--- src/rtl/div_operand_fifo.sv ---
// Operand-pair FIFO feeding a signed divider: first-word-fall-through head,
// registered full/empty flags and a divide-by-zero hint for the head entry.
module div_operand_fifo #(
  parameter int D_BITS = 32,
  parameter int DEPTH  = 16,
  parameter int A_BITS = $clog2(DEPTH)
) (
  input  logic                     clock,
  input  logic                     reset,
  input  logic                     wr_en,
  input  logic signed [D_BITS-1:0] wr_dividend,
  input  logic signed [D_BITS-1:0] wr_divisor,
  output logic                     full,
  input  logic                     rd_en,
  output logic signed [D_BITS-1:0] dividend,
  output logic signed [D_BITS-1:0] divisor,
  output logic                     div_zero,
  output logic                     empty,
  output logic        [A_BITS:0]   level
);

  localparam logic [A_BITS:0]   FULL_LEVEL = (A_BITS+1)'(DEPTH);
  localparam logic [A_BITS-1:0] PTR_ONE    = {{(A_BITS-1){1'b0}}, 1'b1};
  localparam logic [A_BITS:0]   LVL_ONE    = {{A_BITS{1'b0}}, 1'b1};

  logic signed [D_BITS-1:0] mem_dividend [DEPTH];
  logic signed [D_BITS-1:0] mem_divisor  [DEPTH];

  logic [A_BITS-1:0] wr_ptr_q, wr_ptr_d;
  logic [A_BITS-1:0] rd_ptr_q, rd_ptr_d;
  logic [A_BITS:0]   level_q, level_d;
  logic              full_q, full_d;
  logic              empty_q, empty_d;
  logic              push_ok, pop_ok;

  always_comb begin
    // reset gates the push so storage is never written while held in reset
    push_ok  = wr_en && !full_q && reset;
    pop_ok   = rd_en && !empty_q;
    wr_ptr_d = push_ok ? wr_ptr_q + PTR_ONE : wr_ptr_q;
    rd_ptr_d = pop_ok  ? rd_ptr_q + PTR_ONE : rd_ptr_q;
    level_d  = level_q;
    unique case ({push_ok, pop_ok})
      2'b10:   level_d = level_q + LVL_ONE;
      2'b01:   level_d = level_q - LVL_ONE;
      default: level_d = level_q;
    endcase
    full_d  = (level_d == FULL_LEVEL);
    empty_d = (level_d == '0);
  end

  always_ff @(posedge clock or negedge reset) begin
    if (!reset) begin
      wr_ptr_q <= '0;
      rd_ptr_q <= '0;
      level_q  <= '0;
      full_q   <= 1'b0;
      empty_q  <= 1'b1;
    end else begin
      wr_ptr_q <= wr_ptr_d;
      rd_ptr_q <= rd_ptr_d;
      level_q  <= level_d;
      full_q   <= full_d;
      empty_q  <= empty_d;
    end
  end

  always_ff @(posedge clock) begin
    if (push_ok) begin
      mem_dividend[wr_ptr_q] <= wr_dividend;
      mem_divisor[wr_ptr_q]  <= wr_divisor;
    end
  end

  assign dividend = empty_q ? '0 : mem_dividend[rd_ptr_q];
  assign divisor  = empty_q ? '0 : mem_divisor[rd_ptr_q];
  assign div_zero = !empty_q && (divisor == '0);
  assign full     = full_q;
  assign empty    = empty_q;
  assign level    = level_q;

endmodule

--- config.mk ---
export PLATFORM = sky130hd
export DESIGN_NAME = div_operand_fifo
export DESIGN_NICKNAME = d
export VERILOG_FILES = /design/src/rtl/div_operand_fifo.sv
export SDC_FILE = /design/constraint.sdc
export NUM_CORES = 1
export LEC_CHECK = 0
export CAP_MARGIN = 0
export CORE_MARGIN = 3
export CORE_UTILIZATION = 32
export CTS_CLUSTER_DIAMETER = 30
export DETAILED_ROUTE_END_ITERATION = 8
export GPL_TIMING_DRIVEN = 0
export PLACE_DENSITY = 0.55
export REMOVE_ABC_BUFFERS = 1
export SETUP_SLACK_MARGIN = 0.2
export SLEW_MARGIN = 20
export SYNTH_ARGS = -nofsm -noshare
export SYNTH_HDL_FRONTEND = slang
export SYNTH_SLANG_ARGS = --single-unit
--- constraint.sdc ---
create_clock -name clock -period 6.2 [get_ports clock]
set_input_delay 0.93 -clock clock [delete_from_list [all_inputs] [get_ports clock]]
set_output_delay 0.93 -clock clock [all_outputs]
set_load 0.02 [all_outputs]
==> flow_metrics.env, run 1 <==
export IMPL_status="completed"
export IMPL_ys_warn_count=0
export IMPL_end_kind="output port"
export IMPL_clockBufferDepth=3
export IMPL_viasPerCell=5.02
export IMPL_fmax_ghz=0.175
export IMPL_rsz0062_at_grt="no"
export IMPL_synthCells=1767
export IMPL_routed_wl_um=101000
export IMPL_cts_tree="yes"
export IMPL_cts_root_buf="clkbuf_16"
export IMPL_worst_pin_slew_ps=797
export IMPL_die_h_um=359
export IMPL_synth_edf_count=1024
export IMPL_setup_viol=0
export IMPL_ff_latch_area_um2=31100
export IMPL_multi_input_area_um2=8470
export IMPL_numCtsBuffers=163
export IMPL_core_area_um2=124000
export IMPL_wl_per_cell_um=26.1
export IMPL_crit_arrival_ps=4780
export IMPL_num_rows=129
export IMPL_vdd_drop_max_mv=0.391
export IMPL_synthArstFlopShare_pct=1.44
export IMPL_portBuffers=139
export IMPL_ant_nets=0
export IMPL_grt_start_max_net_pins=49
export IMPL_p_leak_nw=16.6
export IMPL_io_pins=140
export IMPL_htreeDepth=4
export IMPL_dp_slack_ps=-294
export IMPL_drive_gt1_share_pct=30.1
export IMPL_maxSlewHeadroom_pct=46.6
export IMPL_drv_slew=0
export IMPL_clock_sinks=1039
export IMPL_hold_ws_ps=520
export IMPL_worst_endpoint_required_ps=5270
export IMPL_fin_util_pct=41.3
export IMPL_die_area_um2=129000
export IMPL_nets=2183
export IMPL_drtIter0Drc=1819
export IMPL_die_width_um=359
export IMPL_power_per_cell_area_nw_per_um2=494
export IMPL_via_count=19515
export IMPL_fin_setup_tns_ps=0
export IMPL_skew_ps=15.2
export IMPL_track_usage_pct=15.8
export IMPL_clk_pin_slew_ps=50
export IMPL_clock_latency_ps=740
export IMPL_synth_seq_cells=1039
export IMPL_path_max_fanout=42
export IMPL_crit_path_cell_trace="buf_16 > buf_16 > nor2b_4 > buf_12 > a22oi_1 > nand3_1 > o21ai_1 > nor4_4 > nand4_1 > nor4_2 > clkdlybuf4s15_2"
export IMPL_total_power_w=0.0252
export IMPL_fin_crit_sh_pct=92.1
export IMPL_max_stage_delay_ps=770
export IMPL_ys_flop_type="edfxtp_1"
export IMPL_antenna_found_initial=13
export IMPL_syn_to_final_growth_pct=27.9
export IMPL_nFillCells=10598
export IMPL_cts_hold_fix_buffers=0
export IMPL_maxCapViolCount=0
export IMPL_crit_slowest_cell="dfrtp_4"
export IMPL_syn_area_per_cell_um2=22.6
export IMPL_gr_total_overflow=0
export IMPL_grt_first_pass_wirelength_um=148000
export IMPL_first_global_vias=20746
export IMPL_worstSetupPathType="reg -> out"
export IMPL_start_util_pct=32.3
export IMPL_place_gp_congestion=0.694
export IMPL_synth_seq_area_share_pct=77.8
export IMPL_dp_hpwl_um=64800
export IMPL_syn_area_um2=40000
export IMPL_timing_final_ws_setup_ps=489
export IMPL_synth_distinct_cells=51
export IMPL_dr_pass1_iters=5
export IMPL_start_kind="flop"
export IMPL_critPathMostFrequentCell="buf_16"
export IMPL_min_path_type="reg -> reg"
export IMPL_period_needed_ps=5710
export IMPL_drc_errors=0
export IMPL_hold_viol_final=0
==> cell usage after synthesis, types with 4 or more instances <==
cell type / n / area (um2)
nor3_1: 5 / 25.0
a22oi_1: 35 / 263
nor2_1: 22 / 82.6
buf_1: 17 / 63.8
dfrtp_1: 14 / 350
buf_4: 5 / 37.5
edfxtp_1: 1024 / 30700
a21oi_1: 4 / 20.0
buf_6: 12 / 135
mux2i_1: 112 / 1120
nand2b_1: 16 / 100
o21ai_1: 13 / 65.1
nand3_1: 24 / 120
nor4_1: 5 / 31.3
o21ai_0: 8 / 40.0
buf_2: 36 / 180
ha_1: 7 / 87.6
o211ai_1: 11 / 82.6
xnor2_1: 10 / 87.6
nand2_1: 28 / 105
clkbuf_1: 21 / 78.8
a221oi_1: 10 / 87.6
inv_1: 4 / 15.0
mux4_2: 240 / 5410
o22ai_1: 5 / 31.3
nor2b_1: 39 / 244
==> worst paths after layout <==
path	from	end	slack (ps)	cells past startpoint
max in group asynchronous	reset	rd_ptr_q[2]	4960	1
min reg2reg	level[4]	level[4]	520	1
max	rd_ptr_q[2]	div_zero	490	11
min in group asynchronous	reset	full	650	1
min	level[4]	level[4]	520	1
max reg2reg	empty	full	2730	9
==> routing by layer <==
layer / vias to the layer above / GRT usage (%) / wire length (um)
met5: - / 0 / 25
li1: 8288 / - / -
met1: 10441 / 21.6 / 44200
met3: 167 / 4.20 / 6270
met4: 4 / 5.02 / 2260
met2: 615 / 24.8 / 48500
==> cell usage in the layout, fill, tap and decap left out, drive strengths merged, types with 7 or more instances in the layout <==
| cell | instances |
|---|---|
| clkinv | 42 |
| nand3 | 24 |
| mux2i | 112 |
| xnor2 | 10 |
| clkinvlp | 18 |
| o21ai | 21 |
| clkdlybuf4s50 | 138 |
| ha | 7 |
| dfrtp | 14 |
| edfxtp | 1024 |
| nor2 | 22 |
| o211ai | 11 |
| inv | 38 |
| a221oi | 10 |
| a22oi | 35 |
| bufinv | 17 |
| nor2b | 39 |
| nand2 | 28 |
| diode | 7 |
| mux4 | 240 |
| clkbuf | 189 |
| nand2b | 16 |
| buf | 130 |
| nor4 | 7 |
==> report_power, final <==
group / internal (W) / switching [W]
Clock: 0.00580 / 0.00329
Sequential: 0.00814 / 0.000291
Combinational: 0.00365 / 0.00407
==> what timing repair did <==
action                                  CTS  global route
buffers inserted                          1             0
pin swaps                                 2             2
cloned                                    1             0
resized for setup                         7             0
endpoints found under the setup margin    1             1
==> cells by family after synthesis <==
group	count (synthesis)	synth area share (%)
flops	1039	77.8
mux	354	16.4
simple gates	158	2.15
compound gates	99	1.75
buf+inv	98	1.40
xor+xnor	12	0.263
fa+ha+maj	7	0.219
==> per-stage QoR <==
stage          cell area, um2  cells
3_3_place_gp            42900   3449
4_1_cts                 51100   3880
6_report                51100   3887
2_1_floorplan           39400   1673
3_5_place_dp            45500   3578
5_1_grt                 51100   3880
==> final cells by class <==
| cell class | count | share of cell area [%] |
|---|---|---|
| clock buffers | 189 | 8.52 |
| multi-input cells | 630 | 16.6 |
| diodes | 7 | 0.0343 |
| repair buffers | 270 | 7.60 |
| well taps | 1637 | 4.01 |
| inverters | 4 | 0.0294 |
| flip-flops and latches | 1039 | 60.9 |
| clock inverters | 111 | 2.33 |
==> worst max-delay path: cells and delay by family, from the launching register on <==
kind	cells	cell delay (ps)
buffers and inverters	4	1140
AO/OA/AOI/OAI	2	280
flip-flops	1	770
AND/OR/NAND/NOR	5	1730
==> sequential cells by signal, indices dropped and copies added, names as in the netlist <==
name and cells:
rd_ptr_q 4, level 5, full 1, wr_ptr_q 4, empty 1, mem_divisor 512, mem_dividend 512
Note: power is estimated with default switching activity, not from simulation.
==> run 2, diff against run 1 <==
CORE_MARGIN = unset   (was 3)
SLEW_MARGIN = 25   (was 20)
==> flow_metrics.env, run 2 (synthesized netlist as in run 1, its figures left out) <==
export IMPL_status="complete, but fails checks"
export IMPL_violations="design-rule violations"
export IMPL_drc_errors=24
export IMPL_setup_viol=0
export IMPL_power_per_cell_area_nw_per_um2=519
export IMPL_drtIter0Drc=1883
export IMPL_start_kind="flop"
export IMPL_skew_ps=28.1
export IMPL_grt_first_pass_wirelength_um=146000
export IMPL_ant_nets=0
export IMPL_worst_endpoint_required_ps=5270
export IMPL_drv_slew=0
export IMPL_clockBufferDepth=3
export IMPL_switching_share_pct=29.6
export IMPL_power_switching_w=0.00813
export IMPL_worstSetupPathType="reg -> out"
export IMPL_place_gp_congestion=0.704
export IMPL_rsz0062_at_grt="no"
export IMPL_total_power_w=0.0275
export IMPL_antenna_found_initial=14
export IMPL_maxSlewHeadroom_pct=36.2
export IMPL_crit_arrival_ps=4790
export IMPL_clock_sinks=1039
export IMPL_start_util_pct=32.3
export IMPL_final_common_cell="edfxtp_1"
export IMPL_via_count=19648
export IMPL_nets=2235
export IMPL_p_leak_nw=17.4
export IMPL_fin_util_pct=42.8
export IMPL_die_area_um2=126000
export IMPL_portBuffers=139
export IMPL_cts_hold_fix_buffers=0
export IMPL_path_max_fanout=27
export IMPL_syn_to_final_growth_pct=32.4
export IMPL_numCtsBuffers=207
export IMPL_die_width_um=355
export IMPL_dpl_instance_area_um2=45600
export IMPL_dr_pass1_iters=7
export IMPL_drive_gt1_share_pct=32.4
export IMPL_wl_per_cell_um=25.1
export IMPL_htreeDepth=4
export IMPL_hold_viol_final=0
export IMPL_power_frac_clock_pct=40.9
export IMPL_clock_latency_ps=770
export IMPL_met1_length_um=42300
export IMPL_core_area_um2=124000
export IMPL_wl_met2_um=49200
export IMPL_nFillCells=10458
export IMPL_p_int_w=0.0193
export IMPL_fmax_ghz=0.175
export IMPL_viasPerCell=4.93
export IMPL_track_usage_pct=16.0
export IMPL_final_cell_mix="1024 x edfxtp_1, 240 x mux4_2, 209 x clkbuf_16"
export IMPL_io_pins=140
export IMPL_fin_crit_sh_pct=92.3
export IMPL_fin_setup_tns_ps=0
export IMPL_gr_total_overflow=0
export IMPL_first_global_vias=21091
export IMPL_die_h_um=355
export IMPL_num_rows=129
export IMPL_cts_root_buf="clkbuf_16"
export IMPL_period_needed_ps=5720
export IMPL_fin_area_um2=52900
export IMPL_cts_tree="yes"
export IMPL_top_layer="met5"
export IMPL_vdd_drop_max_mv=0.375
export IMPL_dp_hpwl_um=64900
export IMPL_clk_pin_slew_ps=50
export IMPL_grt_start_max_net_pins=43
export IMPL_worst_pin_slew_ps=947
export IMPL_pwr_share_seq_pct=30.5
export IMPL_end_kind="output port"
export IMPL_met3_length_um=6450
export IMPL_maxCapViolCount=0
export IMPL_min_path_type="reg -> reg"
export IMPL_routed_wl_um=99900
export IMPL_p_comb_share_pct=28.6
export IMPL_hold_ws_ps=547
[run 2: cell types whose count changed in the layout (fill, tap and decap cells not counted), sizes merged]
cell	change
clkdlybuf4s15	-1
inv	-13
buf	+9
clkinv	+45
dlygate4sd2	+1
clkbuf	+39
bufinv	+14
bufbuf	-1
clkinvlp	+8
diode	-4
[run 2: repair_timing]
action                                  4_1_cts  5_1_grt
setup buffers                                 4        0
endpoints found under the setup margin        1        1
gates resized for setup                       6        2
pin swaps                                     2        2
[run 2: layer usage]
layer	global-route usage (%)	up-vias
li1	-	8364
met1	21.0	10494
met2	26.1	612
met3	3.94	164
met4	4.66	14
met5	0	-
[run 2: worst paths after layout]
path                             start     endpoint  slack [ps]  cells past startpoint
max                        rd_ptr_q[0]     div_zero         480                     12
min                           level[4]     level[4]         550                      1
max reg2reg                      empty         full        3110                     11
min reg2reg                   level[4]     level[4]         550                      1
max in group asynchronous        reset  rd_ptr_q[3]        5040                      1
min in group asynchronous        reset     level[4]         600                      1
[run 2: area by class of cell]
type	count	area (um2)	area share (%)
sequential	1039	31100	58.8
multi-input combinational	630	8500	16.1
clock buffer	228	5300	10.0
timing repair buffer	278	3980	7.52
tap	1637	2050	3.87
clock inverter	165	1930	3.65
inverter	4	15.0	0.0284
antenna	3	7.51	0.0142
[run 2: worst max-delay path, cell delays in order (launching register included)]
cell and delay, ps:
dfrtp_4 430, buf_16 240, buf_12 260, buf_12 250
buf_12 240, mux4_2 520, nor2_1 110, a21oi_1 50
a22o_1 320, nor4_2 340, nand4_1 420, nor4_4 390
dlygate4sd2_1 380
[run 2: stage by stage]
| step | cells | setup slack, ps |
|---|---|---|
| global placement | 3449 | -13780 |
| floorplan | 1673 | -7500 |
| detailed placement | 3584 | -125 |
| global route | 3981 | 208 |
| CTS | 3981 | 287 |
| finish | 3984 | 477 |
[run 2: power groups by stage]
stage	clock network (W)	registers (W)	logic [W]
floorplan	0	0.00900	0.00415
global placement	0	0.00934	0.00613
detailed placement	0	0.00858	0.00786
CTS	0.0114	0.00838	0.00804
global route	0.0117	0.00841	0.00836
finish	0.0112	0.00838	0.00784
==> run 3, diff against run 2 <==
CELL_PAD_IN_SITES_DETAIL_PLACEMENT = 0   (was unset)
CELL_PAD_IN_SITES_GLOBAL_PLACEMENT = 2   (was unset)
PLACE_DENSITY = 0.64   (was 0.55)
==> flow_metrics.env, run 3 (synthesized netlist as in run 1, its figures left out) <==
export IMPL_clockBufferDepth=3
export IMPL_status="complete, but fails checks"
export IMPL_dp_hpwl_um=64900
export IMPL_grt_first_pass_wirelength_um=147000
export IMPL_place_inst=3589
export IMPL_maxCapViolCount=0
export IMPL_htreeDepth=4
export IMPL_min_path_type="reg -> reg"
export IMPL_fin_area_um2=51700
export IMPL_path_max_fanout=31
export IMPL_path_buf_inv=5
export IMPL_clock_latency_ps=750
export IMPL_syn_to_final_growth_pct=29.3
export IMPL_ant_nets=0
export IMPL_wl_per_cell_um=25.9
export IMPL_r2r_cells=8
export IMPL_die_h_um=355
export IMPL_final_cell_mix="1024 x edfxtp_1, 240 x mux4_2, 178 x clkbuf_16"
export IMPL_min_to="level[4]"
export IMPL_start_kind="flop"
export IMPL_die_width_um=355
export IMPL_p_leak_nw=16.9
export IMPL_viasPerCell=4.98
export IMPL_crit_arrival_ps=4750
export IMPL_first_global_vias=21164
export IMPL_drv_slew=0
export IMPL_fin_setup_tns_ps=0
export IMPL_worst_endpoint_required_ps=5270
export IMPL_via_count=19526
export IMPL_place_gp_congestion=0.689
export IMPL_worst_pin_slew_ps=811
export IMPL_violations="design-rule violations"
export IMPL_met3_length_um=5670
export IMPL_timing_rr_end="mem_divisor[2][12]"
export IMPL_portBuffers=139
export IMPL_clk_pin_slew_ps=50
export IMPL_max_stage_delay_ps=510
export IMPL_routed_wl_um=101000
export IMPL_hp_start="level[4]"
export IMPL_rrSetupSlack_ps=2980
export IMPL_drive_gt1_share_pct=30.5
export IMPL_r2r_start="full"
export IMPL_track_usage_pct=16.2
export IMPL_fin_crit_sh_pct=91.5
export IMPL_met1_length_um=45600
export IMPL_io_pins=140
export IMPL_hold_ws_ps=522
export IMPL_critPathMostFrequentCell="buf_16"
export IMPL_clock_sinks=1039
export IMPL_timing_hold_worst_path_depth=1
export IMPL_period_needed_ps=5680
export IMPL_wl_met2_um=48300
export IMPL_fmax_ghz=0.176
export IMPL_gr_total_overflow=0
export IMPL_drtIter0Drc=1654
export IMPL_crit_slowest_cell="mux4_2"
export IMPL_crit_family="simple AND/OR/NAND/NOR gates"
export IMPL_start_util_pct=32.3
export IMPL_die_area_um2=126000
export IMPL_nets=2212
export IMPL_cts_root_buf="clkbuf_16"
export IMPL_maxSlewHeadroom_pct=45.6
export IMPL_nFillCells=10563
export IMPL_numCtsBuffers=175
export IMPL_drc_errors=32
export IMPL_grt_start_max_net_pins=43
export IMPL_skew_ps=22.0
export IMPL_dr_pass1_iters=7
export IMPL_worstSetupPathType="reg -> out"
export IMPL_num_rows=129
export IMPL_dpl_instance_area_um2=45800
export IMPL_hold_viol_final=0
export IMPL_vdd_drop_max_mv=0.380
export IMPL_total_power_w=0.0256
export IMPL_end_kind="output port"
export IMPL_setup_viol=0
export IMPL_core_area_um2=124000
export IMPL_finalNonFillerCells=3924
export IMPL_crit_path_cell_trace="buf_16 > buf_16 > buf_16 > buf_12 > mux4_2 > nand2b_1 > nand3_1 > nand2_1 > nor4_4 > nand4_1 > nor4_4 > dlygate4sd2_1"
export IMPL_final_common_cell="edfxtp_1"
export IMPL_cts_tree="yes"
export IMPL_antenna_found_initial=13
export IMPL_top_layer="met5"
export IMPL_rsz0062_at_grt="no"
export IMPL_power_per_cell_area_nw_per_um2=495
==> run 3: changes by cell type in the layout (fill, tap and decap cells not counted), moves of 4 or more <==
cell,before,now
buf_4,42,46
buf_12,29,22
clkinvlp_4,26,7
buf_16,57,68
clkbuf_16,209,178
bufinv_16,31,18
==> run 3: cell type report <==
class	instances	area [um2]	area share [%]
Antenna cell	2	5.00	0.00968
Timing Repair Buffer	287	4210	8.15
Inverter	4	15.0	0.0290
Multi-Input combinational cell	630	8490	16.4
Clock inverter	127	1260	2.44
Clock buffer	198	4530	8.76
Sequential cell	1039	31100	60.2
Tap cell	1637	2050	3.96
==> run 3: worst reg2reg max path, cell delays in order, from the launching register on <==
cell and delay [ps]:
dfrtp_1 380, and3b_1 480, nand2_1 350, nor3_2 710
buf_4 320, buf_6 170, buf_6 150, buf_4 160
buf_4 190
==> run 3: repair_timing <==
item | in CTS | in global routing
gates cloned | 1 | 0
setup endpoints to repair | 1 | 1
hold buffers | 0 | 0
pin swaps | 4 | 2
buffers inserted | 7 | 0
gates resized for setup | 4 | 1
==> run 3: per-layer routing <==
metal / vias up / global-route usage (%)
met4: 14 / 4.59
met2: 525 / 25.5
met1: 10525 / 22.5
li1: 8308 / -
met3: 154 / 3.75
met5: - / 0
==> run 3: worst max-delay path by stage <==
| stage | startpoint | end | slack (ps) | depth (start not counted) |
|---|---|---|---|---|
| final | rd_ptr_q[0] | div_zero | 520 | 12 |
| after global routing | rd_ptr_q[0] | div_zero | 220 | 12 |
| after CTS | rd_ptr_q[0] | div_zero | 200 | 12 |
| after detailed placement | rd_ptr_q[0] | div_zero | -280 | 12 |
| after global placement | rd_ptr_q[0] | div_zero | -14490 | 7 |
| after floorplan | rd_ptr_q[0] | div_zero | -7500 | 7 |
==> run 3: power breakdown <==
part | switching, W | total, W | internal (W)
registers | 0.000225 | 0.00837 | 0.00815
logic | 0.00416 | 0.00791 | 0.00375
clock network | 0.00331 | 0.00933 | 0.00601
total | 0.00770 | 0.0256 | 0.0179
==> run 3: through the flow <==
stage	setup slack [ps]	utilization, %
4_1_cts	203	41.8
6_report	525	41.8
3_3_place_gp	-14490	34.6
3_5_place_dp	-276	37.0
5_1_grt	223	41.8
2_1_floorplan	-7500	-
